`src/rtl/acc_prog_loader.sv`:
```
// Byte-stream program loader for an accumulator core: receives a length/payload/checksum
// frame, writes 32-bit words into instruction memory, and releases the core only after a good checksum.
module acc_prog_loader #(
  parameter int DEPTH = 16,
  parameter int AW    = 4
) (
  input  logic          clk,
  input  logic          rst_n,
  input  logic          in_valid,
  input  logic [7:0]    in_data,
  output logic          in_ready,
  input  logic          restart,
  output logic          imem_we,
  output logic [AW-1:0] imem_waddr,
  output logic [31:0]   imem_wdata,
  output logic          core_run,
  output logic          err,
  output logic [AW:0]   words_loaded
);

  typedef enum logic [2:0] {
    IDLE  = 3'd0,
    LOAD  = 3'd1,
    CHECK = 3'd2,
    RUN   = 3'd3,
    ERR   = 3'd4
  } state_t;

  state_t      state_r, state_s;
  logic [1:0]  lane_r;
  logic [AW:0] word_idx_r;
  logic [AW:0] len_r;
  logic [7:0]  csum_r;
  logic [23:0] asm_r;
  logic        accept_s;
  logic        len_ok_s;
  logic        last_word_s;

  function automatic logic [7:0] csum_next(input logic [7:0] c, input logic [7:0] b);
    return c ^ b;
  endfunction

  // Handshake decode and next-state selection
  always_comb begin
    state_s     = state_r;
    in_ready    = 1'b0;
    len_ok_s    = (in_data != 8'd0) && ({24'd0, in_data} <= 32'(DEPTH));
    last_word_s = ((word_idx_r + {{AW{1'b0}}, 1'b1}) == len_r);
    case (state_r)
      IDLE, LOAD, CHECK: in_ready = 1'b1;
      default:           in_ready = 1'b0;
    endcase
    accept_s = in_valid & in_ready;
    case (state_r)
      IDLE: begin
        if (accept_s) begin
          state_s = len_ok_s ? LOAD : ERR;
        end else begin
          state_s = IDLE;
        end
      end
      LOAD: begin
        if (accept_s && (lane_r == 2'd3) && last_word_s) begin
          state_s = CHECK;
        end else begin
          state_s = LOAD;
        end
      end
      CHECK: begin
        if (accept_s) begin
          state_s = (in_data == csum_r) ? RUN : ERR;
        end else begin
          state_s = CHECK;
        end
      end
      RUN, ERR: begin
        if (restart) begin
          state_s = IDLE;
        end else begin
          state_s = state_r;
        end
      end
      default: state_s = IDLE;
    endcase
  end

  // State register
  always_ff @(posedge clk or negedge rst_n) begin
    if (!rst_n) begin
      state_r <= IDLE;
    end else begin
      state_r <= state_s;
    end
  end

  // Word assembly, checksum, memory write strobe and status outputs
  always_ff @(posedge clk or negedge rst_n) begin
    if (!rst_n) begin
      lane_r       <= 2'd0;
      word_idx_r   <= '0;
      len_r        <= '0;
      csum_r       <= 8'd0;
      asm_r        <= 24'd0;
      imem_we      <= 1'b0;
      imem_waddr   <= '0;
      imem_wdata   <= 32'd0;
      core_run     <= 1'b0;
      err          <= 1'b0;
      words_loaded <= '0;
    end else begin
      imem_we  <= 1'b0;
      core_run <= (state_s == RUN);
      err      <= (state_s == ERR);
      if ((state_r != IDLE) && (state_s == IDLE)) begin
        lane_r       <= 2'd0;
        word_idx_r   <= '0;
        len_r        <= '0;
        csum_r       <= 8'd0;
        words_loaded <= '0;
      end else if (accept_s) begin
        case (state_r)
          IDLE: len_r <= in_data[AW:0];
          LOAD: begin
            csum_r <= csum_next(csum_r, in_data);
            lane_r <= lane_r + 2'd1;
            case (lane_r)
              2'd0: asm_r[7:0]   <= in_data;
              2'd1: asm_r[15:8]  <= in_data;
              2'd2: asm_r[23:16] <= in_data;
              default: begin
                // Fourth byte completes the word; write it out directly
                imem_we      <= 1'b1;
                imem_waddr   <= word_idx_r[AW-1:0];
                imem_wdata   <= {in_data, asm_r};
                words_loaded <= words_loaded + {{AW{1'b0}}, 1'b1};
                word_idx_r   <= word_idx_r + {{AW{1'b0}}, 1'b1};
              end
            endcase
          end
          default: ;
        endcase
      end else begin
        lane_r <= lane_r;
      end
    end
  end

endmodule

```
`config.mk`:
```
export PLATFORM = sky130hd
export DESIGN_NAME = acc_prog_loader
export DESIGN_NICKNAME = d
export VERILOG_FILES = /design/src/rtl/acc_prog_loader.sv
export SDC_FILE = /design/constraint.sdc
export NUM_CORES = 1
export LEC_CHECK = 0
export ABC_AREA = 1
export BUFFER_PORTS_ARGS = -buffer_cell sky130_fd_sc_hd__buf_2
export CORE_UTILIZATION = 55
export CTS_BUF_LIST = sky130_fd_sc_hd__clkbuf_2 sky130_fd_sc_hd__clkbuf_4 sky130_fd_sc_hd__clkbuf_8
export DETAILED_ROUTE_END_ITERATION = 8
export MAX_ROUTING_LAYER = met4
export PLACE_DENSITY_LB_ADDON = 0.05
export SETUP_SLACK_MARGIN = 0.05
export SYNTH_ARGS = -nofsm -noshare
export SYNTH_HDL_FRONTEND = slang
export SYNTH_SLANG_ARGS = --single-unit
```
`constraint.sdc`:
```
create_clock -name clk -period 5.8 [get_ports clk]
set_input_delay 1.16 -clock clk [delete_from_list [all_inputs] [get_ports clk]]
set_output_delay 1.16 -clock clk [all_outputs]
set_load 0.1 [all_outputs]
```
* After elaboration in Yosys (flattened, before gate mapping)
Cells that the tools add are included.
** Storage, ports and cells
- Memories kept :: 0
- ROM bits :: 0
- Register bits :: 91
- Bits in writable memories :: 0
- Word-level logic and storage cells :: 85
- Bits in latches :: 0
- Output and inout bits :: 45
** Operators by class
- $add $sub $neg :: 3
- Reduce and logical (&&, ||, !) cells :: 22
- Shift operators :: 0
- Bitwise operators :: 4
- Muxes and demuxes :: 29
- Div/mod/pow operators :: 0
- Equal/unequal tests :: 12
- $lt $le $gt $ge :: 1
- $mul :: 0
** Operator list (number)
- 2-to-1 mux 5 bit :: 11
- 2-to-1 mux 8 bit :: 3
- AND reduction 4 bit :: 4
- 2-to-1 mux 3 bit :: 5
- one-hot mux 3 bit (4 select lines) :: 1
- adder 5 x 1 -> 5 bit (second input constant) :: 2
- == test 3 x 2 -> 1 bit (second input constant) :: 3
- == test 8 bit :: 1
- less-or-equal comparator 8 x 5 -> 1 bit (second input constant) :: 1
- 2-to-1 mux 2 bit :: 4
- nonzero test 8 bit :: 1
- bitwise XOR 8 bit :: 1
- == test 3 bit (second input constant) :: 2
- zero test 3 bit :: 2
- nonzero test 2 bit :: 3
- OR reduction 3 bit :: 2
- == test 5 bit :: 1
- 2-to-1 mux 1 bit :: 5
- == test 2 bit (second input constant) :: 2
- logical AND 1 bit :: 4
- AND reduction 2 bit :: 2
- == test 3 x 1 -> 1 bit (second input constant) :: 1
- AND reduction 3 bit :: 1
- nonzero test 3 bit :: 1
- other kinds (7) :: 8

* Longest topological paths before layout
- Word-level depth :: 12
- Gate-level depth with buffers :: 15

* Least setup slack after synthesis
No wires, ideal clock.
- Path type :: input-to-reg
- From :: in in_data[1]
- To :: reg words_loaded[0]
- Arrival :: 2227 ps
- Path buffers :: 1
- Setup slack :: 3451 ps
- Required time :: 5678 ps
- Stages :: 13
- Setup time :: 122 ps
- Path through :: inv_2 nand2_1 nand2_1 nand2_1 nor2_2 nand2_2 nand3_2 nand3_2 nor2_2 nand3_4 buf_6 nand3_2 nand2_1
** On the way
- Cells in the longest elaborated chain, start to end :: 9
** RTL lines
- start, declared :: line 10 : input logic [7:0] in_data,
- less-or-equal comparator 8 x 5 -> 1 bit or nonzero test 8 bit (tied branches) :: line 47 : len_ok_s = (in_data != 8'd0) && ({24'd0, in_data} <= 32'(DEPTH));
- logical AND 1 bit :: line 47
- 2-to-1 mux 3 bit :: line 57 : state_s = len_ok_s ? LOAD : ERR;
- 2-to-1 mux 3 bit :: line 56 : if (accept_s) begin
- one-hot mux 3 bit (4 select lines) * :: line 54 : case (state_r)
- named net state_s[2] :: line 29 : state_t state_r, state_s;
- zero test 3 bit * :: line 114 : if ((state_r != IDLE) && (state_s == IDLE)) begin
- logical AND 1 bit * :: line 114
- != test 2 x 1 -> 1 bit (no line) or nonzero test 2 bit (tied branches)
- AND reduction 3 bit (no line)
- end signal, assigned :: line 135 : words_loaded <= words_loaded + {{AW{1'b0}}, 1'b1};
- end, declared :: line 18 : output logic [AW:0] words_loaded
The timed path passes the listed nets; every way through them passes the cells marked *.
A chain may end at the register's enable or synchronous reset.

* Worst setup path after layout
- From :: in in_valid
- To :: reg imem_waddr[0]
** On the way
- Cells in the longest elaborated chain, start to end :: 9
** RTL lines
- start, declared :: line 9 : input logic in_valid,
- bitwise AND 1 bit * :: line 53 : accept_s = in_valid & in_ready;
- logical AND 1 bit (2 in a row) :: line 63 : if (accept_s && (lane_r == 2'd3) && last_word_s) begin
- 2-to-1 mux 2 bit :: line 63
- one-hot mux 3 bit (4 select lines) :: line 54
- zero test 3 bit :: line 114
- logical AND 1 bit :: line 114
- NOT 1 bit (no line)
- AND reduction 4 bit (no line) *
- end signal, assigned :: line 133 : imem_waddr <= word_idx_r[AW-1:0];
- end, declared :: line 14 : output logic [AW-1:0] imem_waddr,
Every way passes the cells marked *; elsewhere a longest branch is shown, timed or not.

==> results.sh <==
export IMPL_status="finished, final reports clean"
export IMPL_drc_errors=0
export IMPL_numPortBuffers=56
export IMPL_p_leak_nw=2.646
export IMPL_ir_drop_v=0.0001904
export IMPL_use_met1=0.3391
export IMPL_min_period_ps=3109
export IMPL_rsz0062_at_grt="false"
export IMPL_clk_latency_ps=350
export IMPL_fin_crit_sh=0.5360
export IMPL_crit_path_start="in_valid"
export IMPL_comb_power_share=0.165
export IMPL_ys_types=26
export IMPL_max_slew_margin=0.4141
export IMPL_path_class="in2reg"
export IMPL_cp_max_fo=54
export IMPL_r2r_end="imem_waddr[0]$_DFFE_PN0P_"
export IMPL_synth_largest_area_cell="dfrtp_1"
export IMPL_crit_end="imem_waddr[0]$_DFFE_PN0P_"
export IMPL_ctsHoldBuffers=0
export IMPL_cts_tree="built"
export IMPL_finalPower_w=0.001498
export IMPL_grtUsageTotal=0.2365
export IMPL_routed_via_density=4.991
export IMPL_detail_route_antenna_nets=0
export IMPL_synth_commonest_cells="209 x nand2_1, 91 x dfrtp_1, 44 x inv_1"
export IMPL_worst_r2r_path_depth=9
export IMPL_die_w_microns=88.21
export IMPL_dp_final_hpwl_microns=5636
export IMPL_die_area_sq_um=7781
export IMPL_synth_seq_cells=91
export IMPL_cap_violations=0
export IMPL_final_max_slew_viol_count=0
export IMPL_post_cts_buffers=0
export IMPL_p_sw_w=0.0004494
export IMPL_setup_violations_final=0
export IMPL_drtPass1Iterations=4
export IMPL_pwr_share_seq=0.496
export IMPL_htree_levels=3
export IMPL_vias=3224
export IMPL_cts_sinks=91
export IMPL_critPathRequiredTime_ps=6040
export IMPL_met3_usage=0.03078
export IMPL_fmax_mhz=321.7
export IMPL_root_buffer="clkbuf_8"
export IMPL_finalClockSkew_ps=10.20
export IMPL_synthMostInstantiatedCell="nand2_1"
export IMPL_hp_class="reg2reg"
export IMPL_synth_top_area_frac=0.5571
export IMPL_die_y_microns=88.21
export IMPL_grt_util_met2=0.3552
export IMPL_pwr_share_clk=0.339
export IMPL_synth_edf_count=0
export IMPL_overflow=0
export IMPL_path_clk_slew_ps=90
export IMPL_async_flop_share=1.000
export IMPL_internal_power_w=0.001049
export IMPL_row_count=31
export IMPL_grt_max_degree=55
export IMPL_synthCells=490
export IMPL_initial_utilization=0.5666
export IMPL_antenna_cells=0
export IMPL_ctsResizeCount=0
export IMPL_antenna_found_initial=0
export IMPL_final_nets=561
export IMPL_drt_wl_total_microns=8260
export IMPL_placed_cells=631
export IMPL_place_gp_congestion=0.8311
export IMPL_reg2reg_from="state_r[2]$_DFF_PN0_"
export IMPL_rrSetupSlack_ps=2980
export IMPL_finalSetupTns_ps=0
export IMPL_hold_viol=0
export IMPL_crit_arrival_ps=3350
export IMPL_drive_gt1_frac=0.1883
export IMPL_cts_buffer_depth=2
export IMPL_grt_pass1_vias=2820
export IMPL_cp_end_kind="flip-flop"
export IMPL_synth_area_leaders="dfrtp_1 56%, nand2_1 19%, o21ai_0 5.1%"
export IMPL_seq_area_frac_synth=0.5571
export IMPL_core_sq_um=7214
export IMPL_yosysWarnings=0
export IMPL_wl_per_cell_microns=12.79
export IMPL_busiest_layer="met2"
export IMPL_syn_num_nets=508
export IMPL_io_pins=57
export IMPL_power_switching_share=0.3000
export IMPL_drt_iter0_drc=200
export IMPL_grt_pass1_wl_microns=13520
export IMPL_area_growth_pct=13.84
export IMPL_cts_buffers=9
export IMPL_critPathLaunchType="input port"
export IMPL_worstMarginPinSlew_ps=877.6
export IMPL_p_per_area_nw_per_um2=322.0
export IMPL_synth_main_ff_cell="dfrtp_1"
export IMPL_syn_avg_cell_area_sq_um=8.342
export IMPL_fin_cells=646
export IMPL_syn_area_sq_um=4088
[logic make-up after synthesis]
kind of cell	count (synthesis)	synth area share
simple gates	273	0.2889
fa+ha+maj	6	0.01836
flops	91	0.5571
xor+xnor	2	0.004286
compound gates	48	0.06000
buf+inv	70	0.07132
[worst max-delay path, cell delays in order]
cell	delay, ps
buf_2	90
inv_1	70
nor2_4	200
inv_2	170
nor2_4	670
inv_2	590
nor2_1	220
inv_1	70
o21a_1	100
[area by class of cell]
class / instances / area [sq um]
sequential: 91 / 2277
timing repair buffer: 57 / 290.3
inverter: 55 / 206.4
multi-input combinational: 329 / 1519
tap: 99 / 123.9
clock inverter: 6 / 112.6
fill: 678 / 2561
clock buffer: 9 / 123.9
[cell usage in the layout (no fill, tap or decap)]
| cell | netlist | layout |
|---|---|---|
| a21oi_1 | 2 | 2 |
| buf_2 | 5 | 55 |
| buf_4 | 0 | 2 |
| bufinv_16 | 0 | 3 |
| clkbuf_8 | 0 | 9 |
| clkinv_2 | 0 | 1 |
| clkinv_4 | 0 | 1 |
| dfrtp_1 | 91 | 91 |
| ha_1 | 6 | 6 |
| inv_1 | 44 | 44 |
| inv_2 | 11 | 11 |
| inv_6 | 0 | 1 |
| nand2_1 | 209 | 209 |
| nand2_2 | 2 | 2 |
| nand3_1 | 25 | 25 |
| nand3_2 | 7 | 7 |
| nand3_4 | 1 | 1 |
| nand3b_1 | 2 | 2 |
| nand4_1 | 5 | 5 |
| nor2_1 | 8 | 8 |
| nor2_2 | 7 | 7 |
| nor2_4 | 2 | 2 |
| nor3_1 | 2 | 2 |
| o21a_1 | 1 | 1 |
| o21ai_0 | 42 | 42 |
| o21ai_1 | 2 | 2 |
| o31ai_1 | 1 | 1 |
| or2_1 | 2 | 2 |
| or2_2 | 1 | 1 |
| xnor2_1 | 2 | 2 |
[power by group through the flow]
stage               combinational (W)  clock, W  sequential [W]
CTS                          0.000250  0.000513        0.000743
detailed placement           0.000248         0        0.000755
global placement             0.000244         0        0.000754
floorplan                    0.000128         0        0.000816
global route                 0.000275  0.000538        0.000752
finish                       0.000247  0.000507        0.000744
[per-stage QoR]
stage | hold slack, ps | setup WS (ps) | area [sq um] | util
global route | 495.4 | 2381 | 4653 | 0.6450
floorplan | 449.5 | 3451 | 4088 | -
global placement | 450.0 | 2360 | 4417 | 0.6122
detailed placement | 452.8 | 2302 | 4417 | 0.6122
CTS | 475.8 | 2669 | 4653 | 0.6450
finish | 470.1 | 2691 | 4653 | 0.6450
[registers in the layout, summed over array words and instances (netlist names)]
signal        cells
core_run          1
imem_we           1
asm_r            24
words_loaded      5
state_r           3
lane_r            2
word_idx_r        5
csum_r            8
err               1
len_r             5
imem_waddr        4
imem_wdata       32
[worst min path at each step]
stage,start,end,slack (ps),depth (start not counted)
after floorplan,asm_r[10]$_DFFE_PN0P_,imem_wdata[10]$_DFFE_PN0P_,450,2
after global placement,imem_wdata[19]$_DFFE_PN0P_,imem_wdata[19]$_DFFE_PN0P_,450,2
after detailed placement,imem_wdata[20]$_DFFE_PN0P_,imem_wdata[20]$_DFFE_PN0P_,450,2
after CTS,imem_wdata[20]$_DFFE_PN0P_,imem_wdata[20]$_DFFE_PN0P_,480,2
after global routing,imem_wdata[22]$_DFFE_PN0P_,imem_wdata[22]$_DFFE_PN0P_,500,2
final,imem_waddr[1]$_DFFE_PN0P_,imem_waddr[1]$_DFFE_PN0P_,470,2
[routing by layer]
| metal | vias to the layer above | routed length, microns |
|---|---|---|
| li1 | 1631 | - |
| met1 | 1517 | 4026 |
| met2 | 67 | 3836 |
| met3 | 9 | 320 |
| met4 | 0 | 77 |
| met5 | - | 0 |
(Power assumes the default switching activity.)
